===== config.mk =====
export PLATFORM = sky130hd
export DESIGN_NAME = murmur3_stream_ctrl_flat
export DESIGN_NICKNAME = d
export VERILOG_FILES = /design/src/rtl/murmur3_pkg.sv /design/src/rtl/murmur3_stream_ctrl_if.sv /design/src/rtl/murmur3_round.sv /design/src/rtl/murmur3_stream_ctrl.sv /design/src/flat_wrapper.sv
export SDC_FILE = /design/constraint.sdc
export NUM_CORES = 2
export LEC_CHECK = 0
export ABC_AREA = 0
export CAP_MARGIN = 20
export CORE_MARGIN = 3
export CORE_UTILIZATION = 55
export CTS_BUF_LIST = sky130_fd_sc_hd__clkbuf_8
export DETAILED_ROUTE_END_ITERATION = 10
export PLACE_DENSITY = 0.7
export SLEW_MARGIN = 20
export SYNTH_ARGS = -nofsm -noshare
export SYNTH_HDL_FRONTEND = slang
export SYNTH_SLANG_ARGS = --single-unit

===== constraint.sdc =====
create_clock -name clk -period 12.6 [get_ports clk]
set_input_delay 1.26 -clock clk [delete_from_list [all_inputs] [get_ports clk]]
set_output_delay 1.26 -clock clk [all_outputs]
set_load 0.02 [all_outputs]

===== src/rtl/murmur3_pkg.sv =====
// Shared constants and state encoding for the streaming MurmurHash3 x86_32 controller.
package murmur3_pkg;

  localparam int unsigned WORD_W   = 32;
  localparam int unsigned NBYTES_W = 3;

  localparam logic [WORD_W-1:0] C1        = 32'hCC9E2D51;
  localparam logic [WORD_W-1:0] C2        = 32'h1B873593;
  localparam logic [WORD_W-1:0] ROUND_ADD = 32'hE6546B64;
  localparam logic [WORD_W-1:0] FMIX_M1   = 32'h85EBCA6B;
  localparam logic [WORD_W-1:0] FMIX_M2   = 32'hC2B2AE35;

  typedef enum logic [2:0] {
    IDLE   = 3'd0,
    ABSORB = 3'd1,
    FIN1   = 3'd2,
    FIN2   = 3'd3,
    DONE   = 3'd4
  } state_t;

endpackage


===== src/rtl/murmur3_stream_ctrl_if.sv =====
// Message-in / hash-out bus of the streaming MurmurHash3 controller.
interface murmur3_stream_ctrl_if;
  import murmur3_pkg::*;

  logic                start;
  logic [WORD_W-1:0]   seed;
  logic                in_valid;
  logic                in_ready;
  logic [WORD_W-1:0]   in_data;
  logic                in_last;
  logic [NBYTES_W-1:0] in_bytes;
  logic                out_valid;
  logic                out_ready;
  logic [WORD_W-1:0]   out_hash;
  logic                busy;

  // Source/consumer side.
  modport master (
    output start, seed, in_valid, in_data, in_last, in_bytes, out_ready,
    input  in_ready, out_valid, out_hash, busy
  );

  // Hash controller side.
  modport slave (
    input  start, seed, in_valid, in_data, in_last, in_bytes, out_ready,
    output in_ready, out_valid, out_hash, busy
  );

endinterface


===== src/rtl/murmur3_round.sv =====
// One MurmurHash3 absorb step: nbytes=0 passes h, 1..3 is the tail mix, 4 is a full body round.
module murmur3_round
  import murmur3_pkg::*;
(
  input  logic [WORD_W-1:0]   h,
  input  logic [WORD_W-1:0]   data,
  input  logic [NBYTES_W-1:0] nbytes,
  output logic [WORD_W-1:0]   h_next
);

  logic [WORD_W-1:0] mask;
  logic [WORD_W-1:0] k_mul1;
  logic [WORD_W-1:0] k_rot;
  logic [WORD_W-1:0] k_mul2;
  logic [WORD_W-1:0] h_mix;
  logic [WORD_W-1:0] h_rot;

  // Key scramble shared by body and tail, then round-specific h update.
  always_comb begin
    mask = '1;
    case (nbytes)
      3'd1:    mask = 32'h0000_00FF;
      3'd2:    mask = 32'h0000_FFFF;
      3'd3:    mask = 32'h00FF_FFFF;
      default: mask = '1;
    endcase
    k_mul1 = (data & mask) * C1;
    k_rot  = {k_mul1[16:0], k_mul1[31:17]};
    k_mul2 = k_rot * C2;
    h_mix  = h ^ k_mul2;
    h_rot  = {h_mix[18:0], h_mix[31:19]};
    if (nbytes == 3'd0) begin
      h_next = h;
    end else if (nbytes < 3'd4) begin
      h_next = h_mix;
    end else begin
      h_next = (h_rot * 32'd5) + ROUND_ADD;
    end
  end

endmodule


===== src/rtl/murmur3_stream_ctrl.sv =====
// Streaming MurmurHash3 x86_32 sequencer: seed, body/tail rounds, length xor, fmix32.
// Optional MURMUR3_STREAM_ABORT_EN adds an abort input that drops the message in flight.
module murmur3_stream_ctrl
  import murmur3_pkg::*;
#(
  parameter int unsigned LEN_W = 32
) (
  input  logic clk,
  input  logic rst_n,
  murmur3_stream_ctrl_if.slave bus
`ifdef MURMUR3_STREAM_ABORT_EN
  ,
  input  logic abort
`endif
);

  state_t              state, state_d;
  logic [WORD_W-1:0]   h, h_d;
  logic [LEN_W-1:0]    len, len_d;
  logic [WORD_W-1:0]   hash_q, hash_d;
  logic                out_valid_q, out_valid_d;
  logic                in_ready_q, in_ready_d;
  logic                busy_q, busy_d;
  logic                abort_hit;
  logic [NBYTES_W-1:0] round_nbytes;
  logic [WORD_W-1:0]   h_round;
  logic [WORD_W-1:0]   f1_x, f1_s, f1_h;
  logic [WORD_W-1:0]   f2_s, f2_m, f2_h;

`ifdef MURMUR3_STREAM_ABORT_EN
  assign abort_hit = abort;
`else
  assign abort_hit = 1'b0;
`endif

  // Non-final words are always full body rounds.
  assign round_nbytes = bus.in_last ? bus.in_bytes : 3'd4;

  murmur3_round u_round (
    .h      (h),
    .data   (bus.in_data),
    .nbytes (round_nbytes),
    .h_next (h_round)
  );

  // fmix32, split across FIN1 and FIN2.
  assign f1_x = h ^ 32'(len);
  assign f1_s = f1_x ^ (f1_x >> 16);
  assign f1_h = f1_s * FMIX_M1;
  assign f2_s = h ^ (h >> 13);
  assign f2_m = f2_s * FMIX_M2;
  assign f2_h = f2_m ^ (f2_m >> 16);

  // Next-state and next-register values.
  always_comb begin
    state_d     = state;
    h_d         = h;
    len_d       = len;
    hash_d      = hash_q;
    out_valid_d = out_valid_q;
    case (state)
      IDLE: begin
        if (bus.start) begin
          h_d     = bus.seed;
          len_d   = '0;
          state_d = ABSORB;
        end
      end
      ABSORB: begin
        if (abort_hit) begin
          h_d     = '0;
          len_d   = '0;
          state_d = IDLE;
        end else if (bus.in_valid) begin
          h_d = h_round;
          if (bus.in_last) begin
            len_d   = len + LEN_W'(bus.in_bytes);
            state_d = FIN1;
          end else begin
            len_d = len + LEN_W'(3'd4);
          end
        end
      end
      FIN1: begin
        if (abort_hit) begin
          h_d     = '0;
          len_d   = '0;
          state_d = IDLE;
        end else begin
          h_d     = f1_h;
          state_d = FIN2;
        end
      end
      FIN2: begin
        if (abort_hit) begin
          h_d     = '0;
          len_d   = '0;
          state_d = IDLE;
        end else begin
          hash_d      = f2_h;
          out_valid_d = 1'b1;
          state_d     = DONE;
        end
      end
      DONE: begin
        if (out_valid_q && bus.out_ready) begin
          out_valid_d = 1'b0;
          state_d     = IDLE;
        end
      end
      default: state_d = IDLE;
    endcase
    in_ready_d = (state_d == ABSORB);
    busy_d     = (state_d != IDLE);
  end

  // State and output registers.
  always_ff @(posedge clk or negedge rst_n) begin
    if (!rst_n) begin
      state       <= IDLE;
      h           <= '0;
      len         <= '0;
      hash_q      <= '0;
      out_valid_q <= 1'b0;
      in_ready_q  <= 1'b0;
      busy_q      <= 1'b0;
    end else begin
      state       <= state_d;
      h           <= h_d;
      len         <= len_d;
      hash_q      <= hash_d;
      out_valid_q <= out_valid_d;
      in_ready_q  <= in_ready_d;
      busy_q      <= busy_d;
    end
  end

  assign bus.in_ready  = in_ready_q;
  assign bus.out_valid = out_valid_q;
  assign bus.out_hash  = hash_q;
  assign bus.busy      = busy_q;

endmodule


===== src/flat_wrapper.sv =====
// flat-port wrapper written by rule: the top's interface ports become plain ports
module murmur3_stream_ctrl_flat import murmur3_pkg::*;
#(
  parameter int unsigned LEN_W = 32
)
  (clk, rst_n, bus_start, bus_seed, bus_in_valid, bus_in_data, bus_in_last, bus_in_bytes, bus_out_ready, bus_in_ready, bus_out_valid, bus_out_hash, bus_busy);
  murmur3_stream_ctrl_if bus_i ();
  input  logic clk;
  input  logic rst_n;
  input wire logic [$bits(bus_i.start)-1:0] bus_start;
  input wire logic [$bits(bus_i.seed)-1:0] bus_seed;
  input wire logic [$bits(bus_i.in_valid)-1:0] bus_in_valid;
  input wire logic [$bits(bus_i.in_data)-1:0] bus_in_data;
  input wire logic [$bits(bus_i.in_last)-1:0] bus_in_last;
  input wire logic [$bits(bus_i.in_bytes)-1:0] bus_in_bytes;
  input wire logic [$bits(bus_i.out_ready)-1:0] bus_out_ready;
  output wire logic [$bits(bus_i.in_ready)-1:0] bus_in_ready;
  output wire logic [$bits(bus_i.out_valid)-1:0] bus_out_valid;
  output wire logic [$bits(bus_i.out_hash)-1:0] bus_out_hash;
  output wire logic [$bits(bus_i.busy)-1:0] bus_busy;
  assign bus_i.start = bus_start;
  assign bus_i.seed = bus_seed;
  assign bus_i.in_valid = bus_in_valid;
  assign bus_i.in_data = bus_in_data;
  assign bus_i.in_last = bus_in_last;
  assign bus_i.in_bytes = bus_in_bytes;
  assign bus_i.out_ready = bus_out_ready;
  assign bus_in_ready = bus_i.in_ready;
  assign bus_out_valid = bus_i.out_valid;
  assign bus_out_hash = bus_i.out_hash;
  assign bus_busy = bus_i.busy;
  murmur3_stream_ctrl #(.LEN_W(LEN_W)) u_core (.clk(clk), .rst_n(rst_n), .bus(bus_i));
endmodule

==> impl_metrics.yaml <==
setup_path:
  worstRegToRegCells: 27
  max_stage_delay_ps: 570
  critPathMaxFanout: 8
  critPathLaunchType: "primary input"
  endpoint_kind: "flip-flop"
  rrSetupSlack_ps: 3370
  cp.arrival_ps: 15850
  path_delay_family: "adder cells"
  worst_path_most_repeated_cell: "fa_2"
  cp_slowest_cell: "fa_2"
  critPathBufInv: 10
  r2r_start: "u_core.h[22]"
  r2r_end: "u_core.h[31]"
  crit_type: "in -> reg"
  required_ps: 12890
drt:
  vias: 31540
  drt_iter0_markers: 1853
  wl_met1_microns: 50630
  dr_wl_met2_microns: 58070
  drc_errors: 0
  drtPass1Iterations: 5
  wl_met3_microns: 7675
  drt-total-wl_microns: 122700
  topRoutingLayerUsed: "met4"
  wl_per_cell_microns: 21.00
  ant_nets: 0
  routed_via_density: 5.396
synthesis:
  ys_ff_latch: 102
  synth_simple_gate_area_frac: 0.05593
  synth_edf_count: 0
  muxShareOfSynthArea: 0.004210
  synthAdderAreaFrac: 0.6059
  syn_nets: 5933
  synth_top_family_by_area: "adder cells"
  syn_avg_cell_area_sq_um: 9.690
  synth_xor_area_frac: 0.08474
  synth_compound_area_frac: 0.07313
  ys_seq_area_frac: 0.06135
  synth_flop_cell: "dfrtp_1"
  syn_inst: 4294
  ys_async_sr_fraction: 1.000
  yosysUniqueCellTypes: 81
  syn_area_sq_mm: 0.04161
  yosys_warnings: 0
floorplan:
  dieArea_sq_mm: 0.07899
  rows: 100
  ios: 108
  die_y_microns: 281.0
  coreArea_sq_mm: 0.07470
  start_util: 0.5570
  die_w_microns: 281.0
final_layout:
  final_common_cell: "inv_1"
  post-route-cell-area_sq_mm: 0.04949
  syn_to_final_growth_pct: 18.95
  post_route_cells_drive_above_1_share: 0.1637
  mostFrequentLayoutCells: "1192 x inv_1, 763 x ha_1, 717 x fa_1, 493 x buf_4, 240 x xnor2_1"
  antenna_cells: 0
  fin_nets: 6510
clock_network:
  cts_tree: "done"
  root_buffer: "clkbuf_8"
  path_clk_slew_ps: 90
  worstSkewPairLatency_ps: 440
  clk_path_buf_depth: 2
  numClockSinks: 102
  cts_max_level: 3
  cts-hold-fix-buffers: 0
  cts-buffers-inserted: 9
sta:
  relSlewSlack: 0.2231
  fin_crit_sh: 1.235
  hold_violations: 0
  layout_min_cycle_time_ps: 15560
  grt_setup_unrepaired: "true"
  fmax_ghz: 0.06426
  setup_viol: 31
  skew_ps: 23.04
  report.final.slew_viol_count: 0
  worst_slew_pin_slew_ps: 1157
  worst_slack_ps: -2961
global_route:
  grt.total_usage: 0.3181
  grt-ovfl-total: 0
  grt_pass1_vias: 33880
  antenna_found_initial: 0
  grt_pass1_wl_microns: 190100
  grt_start_max_net_pins: 66
placement:
  gp_congestion: 1.011
  placed_area_sq_mm: 0.04769
  dpl.hpwl_microns: 108500
  dp_slack_ps: -3967
  port-buffer-count: 107
hold_path:
  holdPathStages: 2
  hp-start: "u_core.bus.out_hash[23]"
  min_to: "u_core.bus.out_hash[23]"
  hold_class: "reg -> reg"
status:
  status: "complete, but fails checks"
  violations: "setup timing"
run:
  cap_violations: 0
-- through the flow --
stage	setup TNS, ps	instances	utilization	hold slack, ps
finish	-76910	5845	0.6626	483.6
global route	-90270	5845	0.6626	509.9
CTS	-72970	5813	0.6531	490.9
detailed placement	-109240	5779	0.6384	468.9
global placement	-100930	5779	0.6384	460.6
floorplan	-63830	4294	-	503.5
-- worst max-delay path by stage --
stage               cells past startpoint            to  slack (ps)             from
finish                                 60  u_core.h[30]       -2960  bus_in_bytes[2]
floorplan                              59  u_core.h[30]       -2710      bus_in_last
detailed placement                     60  u_core.h[30]       -3970      bus_in_last
global placement                       64  u_core.h[23]       -3680      bus_in_last
global route                           63  u_core.h[30]       -3380      bus_in_last
CTS                                    61  u_core.h[30]       -2820  bus_in_bytes[2]
-- synth_stat cells (all sizes together) (13+ instances only) --
cell type	n	share of area
dfrtp	102	0.061
nand3	32	0.0038
nor2b	26	0.0039
nor2	118	0.011
nand2	160	0.014
or3	13	0.0020
a211oi	15	0.0027
nand4	19	0.0029
a21oi	117	0.014
o21ai	109	0.013
ha	818	0.25
clkbuf	49	0.0044
a21o	64	0.012
o21a	19	0.0034
inv	1214	0.11
xnor2	262	0.056
xor2	123	0.026
a31oi	22	0.0033
and2	14	0.0021
nor3	26	0.0032
nand2b	26	0.0039
and3	24	0.0036
fa	748	0.36
a221oi	23	0.0048
-- tightest hold or removal path, cell delays in order (launching register included) --
cell and delay (ps):
dfrtp_1 350, nand2_1 40, o21ai_0 60
-- kinds of logic (layout without fill, tap and decap cells) --
family	Yosys count	count (layout)
xor+xnor	390	390
compound gates	462	462
fa+ha+maj	1566	1566
flops	102	102
buf+inv	1270	1852
mux	16	16
simple gates	488	488
-- flip-flops by register name, summed over array words and instances, names as in the netlist --
register / count
u_core.bus.in_ready: 1
u_core.h: 32
u_core.bus.busy: 1
u_core.state: 3
u_core.bus.out_valid: 1
u_core.len: 32
u_core.bus.out_hash: 32
-- area by class of cell --
type                            count  area [sq um]
Clock inverter                      5         80.08
Clock buffer                       11         151.4
Multi-Input combinational cell   2922         35880
Fill cell                        5919         25200
Sequential cell                   102          2552
Timing Repair Buffer              622          5051
Tap cell                          969          1212
Inverter                         1214          4567
-- routing by layer --
| layer | GRT usage | vias to the layer above |
|---|---|---|
| met1 | 0.4198 | 15700 |
| li1 | - | 14530 |
| met2 | 0.5313 | 1013 |
| met3 | 0.04237 | 298 |
| met4 | 0.1297 | 0 |
| met5 | 0 | - |
-- repair_timing --
item / in CTS / in global routing
pin swaps: 125 / 105
setup endpoints to repair: 32 / 32
setup buffers: 20 / 34
gates resized for setup: 144 / 88
Power is left out: the tool's default activity adds up to more than one toggle a clock period on the data nets, which glitch-free logic cannot reach.
